===== config.mk =====
export PLATFORM = sky130hd
export DESIGN_NAME = ctrl_rx
export DESIGN_NICKNAME = d
export VERILOG_FILES = /design/src/rtl/ctrl_rx.sv
export SDC_FILE = /design/constraint.sdc
export NUM_CORES = 1
export LEC_CHECK = 0
export BUFFER_PORTS_ARGS = -buffer_cell sky130_fd_sc_hd__buf_2
export CAP_MARGIN = 20
export CORE_UTILIZATION = 56
export DETAILED_ROUTE_END_ITERATION = 6
export PLACE_DENSITY = 0.79
export SKIP_LAST_GASP = 1
export SLEW_MARGIN = 30
export SYNTH_ARGS = -nofsm -noshare
export SYNTH_HDL_FRONTEND = slang
export SYNTH_SLANG_ARGS = --single-unit

===== constraint.sdc =====
create_clock -name clk -period 2.5 [get_ports clk]
set_input_delay 0.375 -clock clk [delete_from_list [all_inputs] [get_ports clk]]
set_output_delay 0.375 -clock clk [all_outputs]
set_load 0.05 [all_outputs]

===== src/rtl/ctrl_rx.sv =====
// ctrl_rx: serial frame receiver with a one-entry valid/ready output buffer; CTRL_RX_PARITY_EN adds per-line even parity
module ctrl_rx #(
  parameter int LENGTH = 32,
  parameter int LINES = 1
) (
  input  logic              clk,
  input  logic              rst,
  input  logic [LINES-1:0]  d,
  output logic [LENGTH-1:0] data_out,
  output logic              valid,
  input  logic              ready,
  output logic              overflow,
  output logic              busy,
  output logic [15:0]       frame_cnt
`ifdef CTRL_RX_PARITY_EN
  ,
  output logic              parity_err
`endif
);
  localparam int N = LENGTH / LINES;
  localparam int CW = $clog2(N + 1);
  localparam logic [1:0] IDLE = 2'd0, SHIFT = 2'd1, CHECK = 2'd2;
  logic [1:0] state;
  logic [CW-1:0] cnt;
  logic [LINES-1:0] d_q, d_rev;
  logic [LENGTH-1:0] sr;
  logic req, load, bad;
`ifdef CTRL_RX_PARITY_EN
  logic [LINES-1:0] par;
`else
  assign bad = 1'b0;
`endif
  assign busy = state != IDLE;
  assign load = req && !bad && (!valid || ready);
  // line 0 carries the most significant bit of each group
  always_comb begin
    d_rev = '0;
    for (int i = 0; i < LINES; i++) d_rev[i] = d_q[LINES-1-i];
  end
  always_ff @(posedge clk or negedge rst) begin
    if (!rst) begin
      state <= IDLE;
      cnt <= '0;
      d_q <= '0;
      sr <= '0;
      req <= 1'b0;
      data_out <= '0;
      valid <= 1'b0;
      overflow <= 1'b0;
      frame_cnt <= '0;
`ifdef CTRL_RX_PARITY_EN
      par <= '0;
      bad <= 1'b0;
      parity_err <= 1'b0;
`endif
    end else begin
      d_q <= d;
      req <= 1'b0;
      overflow <= req && !bad && !load;
      valid <= load | (valid & ~ready);
      if (load) begin
        data_out <= sr;
        frame_cnt <= frame_cnt + 16'(frame_cnt != 16'hFFFF);
      end
`ifdef CTRL_RX_PARITY_EN
      parity_err <= req && bad;
`endif
      case (state)
        IDLE: if (d_q[0]) begin
          state <= SHIFT;
          cnt <= '0;
`ifdef CTRL_RX_PARITY_EN
          par <= '0;
`endif
        end
        SHIFT: begin
          sr <= (sr << LINES) | LENGTH'(d_rev);
          cnt <= cnt + CW'(1);
`ifdef CTRL_RX_PARITY_EN
          par <= par ^ d_q;
          if (cnt == CW'(N - 1)) state <= CHECK;
`else
          if (cnt == CW'(N - 1)) begin
            state <= IDLE;
            req <= 1'b1;
          end
`endif
        end
`ifdef CTRL_RX_PARITY_EN
        CHECK: begin
          state <= IDLE;
          req <= 1'b1;
          bad <= |(par ^ d_q);
        end
`endif
        default: state <= IDLE;
      endcase
    end
  end
endmodule


======== Word level (Yosys, flattened, before mapping) ========
Index checks and enable logic that the tools add are counted.
Widths: inputs -> output; s select.
storage, ports and cells
  register bits after elaboration ......... 92
cells by class
  mux-type cells .......................... 7
  equality and inequality tests ........... 5
  reductions and logical operators ........ 10
  $add $sub $neg .......................... 2
  bitwise gates (word level) .............. 4
operator list
  cell                  number
  $or 32x1->32          1
  $add 16x1->16         1
  $ne 16x16->1 const B  1
  $pmux 6 s2            1
  $add 6x1->6 const B   1
  $eq 6x5->1 const B    1
  $mux 6                1
  $mux 2                2
  $ne 2x2->1 const B    2
  $pmux 2 s2            1
  $reduce_and 2->1      2
  $reduce_bool 2->1     2
  $eq 2x1->1 const B    1
  $logic_and 1x1->1     2
  $logic_not 1->1       2
  $logic_not 2->1       1
  $mux 1                2
  $and 1x1->1           1
  $logic_or 1x1->1      1
  $not 1->1             1
  $or 1x1->1            1

======== Logic depth before layout (Yosys ltp) ========
  word-level depth ........................ 5
  mapped depth ............................ 9

======== Least setup slack after synthesis ========
Ideal clock, no wire load.
  path type ............................... register -> register
  from .................................... reg frame_cnt[8]
  to ...................................... reg frame_cnt[10]
  cell stages (with the launch flop) ...... 10
  buffers on the path ..................... 0
  arrival ................................. 2110 ps
  data required time ...................... 2358 ps
  slack ................................... 247 ps
  setup time .............................. 142 ps
  cells stage by stage .................... dfrtp_1 > nand4_1 > nor3_1 > nand4_1 > ha_1 > ha_1 > nand3_1 > nor4_4 > nand3_1 > xnor2_1
on the way
  word-level cells in the longest chain between the ends .. 2
RTL lines
  element                   RTL line  RTL
  start: declaration        14        output logic [15:0] frame_cnt
  start signal: assignment  63        frame_cnt <= frame_cnt + 16'(frame_cnt != 16'hFFFF);
  $ne 16x16->1              63
  $add 16x1->16 *           63
Every way passes the cells marked *; elsewhere a longest branch is shown, timed or not.
A chain may end at the register's enable or synchronous reset.

======== Final worst setup path ========
Same ends and word-level chain as after synthesis.

==> results_tabular.tex <==
\begin{tabular}{lr}
\hline
Metric & Value \\
\hline
\multicolumn{2}{l}{\textbf{Critical path}} \\
Maximum fanout count along the critical path & 6 \\
Slowest cell delay on critical path & around 0.45 ns \\
Worst path cell trace & nand4\_1 > nor3\_1 > nand4\_1 > ha\_1 > ha\_1 > nand3\_1 > nor4\_4 > nand3\_1 > xnor2\_1 \\
Critical path class & flip-flop to flip-flop \\
Startpoint types & flip-flop \\
Kind of capture point of the worst setup path & flip-flop \\
Critical path data arrival time & 2.39 ns \\
Data required time of the critical path & 2.75 ns \\
Standard cell with the maximum stage delay on the critical path & sky130\_fd\_sc\_hd\_\_dfrtp\_1 \\
\multicolumn{2}{l}{\textbf{CTS}} \\
Max Buffers Root-to-Sink & 2 \\
Buffers inserted by post-CTS timing repair & 0 \\
H-tree depth reported by CTS & 3 \\
Clock transition at the registers of the reported paths & 0.09 ns \\
TritonCTS clock tree & built \\
Number of CTS-inserted buffers & 9 \\
Worst skew pair latency & 0.36 ns \\
CTS sink count & 91 \\
Clock tree root buffer cell & sky130\_fd\_sc\_hd\_\_clkbuf\_8 \\
\multicolumn{2}{l}{\textbf{Final layout}} \\
Area growth syn-to-layout & 16.9\% \\
Number of antenna cells inserted & 0 \\
Final design instance area without fill & approximately 4300 um\^{}2 \\
Most frequent cells in the layout & 112 x sky130\_fd\_sc\_hd\_\_nand2\_1, 91 x sky130\_fd\_sc\_hd\_\_dfrtp\_1, 53 x sky130\_fd\_sc\_hd\_\_buf\_2, 32 x sky130\_fd\_sc\_hd\_\_mux2\_2 \\
Most common cell after layout, fill and taps aside & sky130\_fd\_sc\_hd\_\_nand2\_1 \\
Core utilization of the finished layout & 0.676 \\
Ratio of cells with drive above 1 in the final layout & 0.297 \\
Final net count & 387 \\
\multicolumn{2}{l}{\textbf{Pwr}} \\
Worst VDD drop & 744 uV \\
Pwr per Cell Area & 1220 nW/um\^{}2 \\
Leakage power total & 2.15 nW \\
\multicolumn{2}{l}{\textbf{Synthesis}} \\
Synth Net Count & roughly 330 \\
Cell area after synthesis & 3650 um\^{}2 \\
Seq/Total Area, Yosys & 0.624 \\
Largest cells by area after synthesis & sky130\_fd\_sc\_hd\_\_dfrtp\_1 62\%, sky130\_fd\_sc\_hd\_\_nand2\_1 12\%, sky130\_fd\_sc\_hd\_\_mux2\_2 9.9\% \\
Distinct cell type count of the synthesized netlist & 28 \\
Gate count of the mapped netlist & 321 \\
Biggest area consumer among synthesized cells & sky130\_fd\_sc\_hd\_\_dfrtp\_1 \\
Synth Area per Inst & 11.4 um\^{}2 \\
Synth Warn \# & 0 \\
Area share of the largest cell type after synthesis & 0.624 \\
Number of flip-flops and latches in the synthesized netlist & 91 \\
\multicolumn{2}{l}{\textbf{STA}} \\
\# setup viols final & 0 \\
Highest clock frequency the design can meet & 468 MHz \\
Final-report hold violation count & 0 \\
Post-layout minimum cycle time & $\sim$2.1 ns \\
Skew final & 0.00872 ns \\
Slew at the pin closest to its max-slew limit & 0.623 ns \\
Part of the cycle the worst path needs & 0.856 \\
Sum of negative setup slack & 0 ns \\
Final max-slew violation count & 0 \\
RSZ-0062 raised after global routing & no \\
Worst rel slew slack & 0.584 \\
\multicolumn{2}{l}{\textbf{Detailed routing}} \\
Number of remaining DRC errors & 0 \\
Iteration-0 DRC Markers & 150 \\
Number of detailed-routing iterations run before antenna repair & 6 \\
Post-DRT Antenna Nets & 0 \\
Detailed-route wire length & 6.55 mm \\
Average wire length per cell after detail routing & 14.2 um \\
Vias per cell & 5.26 \\
Via count & 2423 \\
\multicolumn{2}{l}{\textbf{Place}} \\
RePlAce Congestion & 0.792 \\
Placed Area & 4010 um\^{}2 \\
Placed wire-length estimate after detailed placement & 4.34 mm \\
Port Buffer Count & 54 \\
\multicolumn{2}{l}{\textbf{Outcome}} \\
Run status & finished, final reports clean \\
\multicolumn{2}{l}{\textbf{Global route}} \\
Pin count of the biggest net entering global routing & 74 \\
Overall routing resource usage & 0.216 \\
Via count of the first global-routing pass & 2336 \\
Remaining global-route overflow & 0 \\
Antenna violations before repair & 0 \\
First-pass GRT wire length & 10.7 mm \\
\multicolumn{2}{l}{\textbf{Floorplan}} \\
Area inside the core boundary & between 6000 and 7000 um\^{}2 \\
Die ar. & 6840 um\^{}2 \\
Site row count & 29 \\
Floorplan die height & just over 80 um \\
Die outline width & 82.7 um \\
I/O pin count & 55 \\
Initial Util & 0.578 \\
\multicolumn{2}{l}{\textbf{Job}} \\
Maxcap violations & 0 \\
\multicolumn{2}{l}{\textbf{Min path}} \\
Classification of the worst-slack hold path & primary input to flip-flop \\
\hline
\end{tabular}
## synthesized netlist by cell type
| cell | n |
|---|---|
| sky130_fd_sc_hd__nand2_1 | 112 |
| sky130_fd_sc_hd__dfrtp_1 | 91 |
| sky130_fd_sc_hd__mux2_2 | 32 |
| sky130_fd_sc_hd__buf_2 | 12 |
| sky130_fd_sc_hd__nand3_1 | 11 |
| sky130_fd_sc_hd__xnor2_1 | 11 |
| sky130_fd_sc_hd__nand2b_1 | 7 |
| sky130_fd_sc_hd__nand4_1 | 6 |
| sky130_fd_sc_hd__nor2_1 | 6 |
| sky130_fd_sc_hd__o21ai_0 | 5 |
| sky130_fd_sc_hd__ha_1 | 4 |
| sky130_fd_sc_hd__xor2_1 | 4 |
| sky130_fd_sc_hd__nor2b_1 | 2 |
| sky130_fd_sc_hd__nor3_1 | 2 |
| sky130_fd_sc_hd__nor4_1 | 2 |
| sky130_fd_sc_hd__nor4b_1 | 2 |
| sky130_fd_sc_hd__and2_1 | 1 |
| sky130_fd_sc_hd__and3_1 | 1 |
| sky130_fd_sc_hd__buf_4 | 1 |
| sky130_fd_sc_hd__clkbuf_1 | 1 |
| sky130_fd_sc_hd__mux2i_1 | 1 |
| sky130_fd_sc_hd__nand3_2 | 1 |
| sky130_fd_sc_hd__nor2b_4 | 1 |
| sky130_fd_sc_hd__nor4_2 | 1 |
| sky130_fd_sc_hd__nor4_4 | 1 |
| sky130_fd_sc_hd__o211ai_1 | 1 |
| sky130_fd_sc_hd__o31ai_1 | 1 |
| sky130_fd_sc_hd__or2_2 | 1 |
## power by group
group | total [W] | switching (W) | internal [W]
sequential | 0.00232 | 0.000346 | 0.00197
combinational | 0.00166 | 0.00114 | 0.000522
clock | 0.00121 | 0.000514 | 0.000693
## metrics by stage
stage / cells / setup WS [ns] / total power [W] / hold slack (ns)
floorplan: 321 / 0.247 / 0.00358 / 0.0794
detailed placement: 444 / 0.415 / 0.00401 / 0.271
global route: 461 / 0.228 / 0.00550 / 0.102
finish: 461 / 0.361 / 0.00519 / 0.121
CTS: 461 / 0.369 / 0.00522 / 0.113
global placement: 444 / 0.473 / 0.00394 / 0.264
## kinds of logic (layout without fill, tap and decap cells)
group	after synthesis	count (layout)	synth area share
xor gates and xnor gates	15	15	0.0360
AOI/OAI and AO/OA	7	7	0.0110
buffers and inverters	14	77	0.0195
adders and majority gates	4	4	0.0137
muxes	33	33	0.102
DFF	91	91	0.624
and+or+nand+nor	157	157	0.194
## sequential cells by signal (all words and copies together), names as in the netlist
register and cells:
frame_cnt 16, req 1, data_out 32, sr 32, cnt 6, d_q 1
valid 1, overflow 1, state 1
## worst max-delay path, delay by kind of cell, from the launching register on
family,cells,cell delay (ns)
AND/OR/NAND/NOR,6,0.99
flip-flops,1,0.45
adder cells (fa/ha/maj),2,0.45
XOR/XNOR,1,0.13
## path summary, 6_finish.rpt
kind,start,slack (ns),to,cells past startpoint
max,frame_cnt[8],0.36,frame_cnt[10],9
min,d,0.12,d_q,1
max reg2reg,frame_cnt[8],0.36,frame_cnt[10],9
min reg2reg,data_out[8],0.47,data_out[8],2
max in group asynchronous,rst,1.43,data_out[25],3
min in group asynchronous,rst,0.43,data_out[11],2
## layer usage
| layer | wire (um) | vias to the layer above | GRT usage |
|---|---|---|---|
| li1 | - | 1173 | - |
| met3 | 225 | 11 | 0.0593 |
| met4 | 121 | 0 | 0.0914 |
| met5 | 0 | - | 0 |
| met2 | 3260 | 34 | 0.352 |
| met1 | 2940 | 1205 | 0.270 |
## cell type report
cell class / instances / area [um^2]
clock buffer: 10 / 138
clock inverter: 6 / 113
fill: 511 / 2050
multi-input combinational: 216 / 1300
sequential: 91 / 2280
tap: 77 / 96.3
timing repair buffer: 61 / 340
## repair_timing
action                    CTS  global route
hold buffers                1             0
hold endpoints to repair   18             0
gates resized for setup     0             0
No activity file was read; power rests on OpenSTA's default activity.
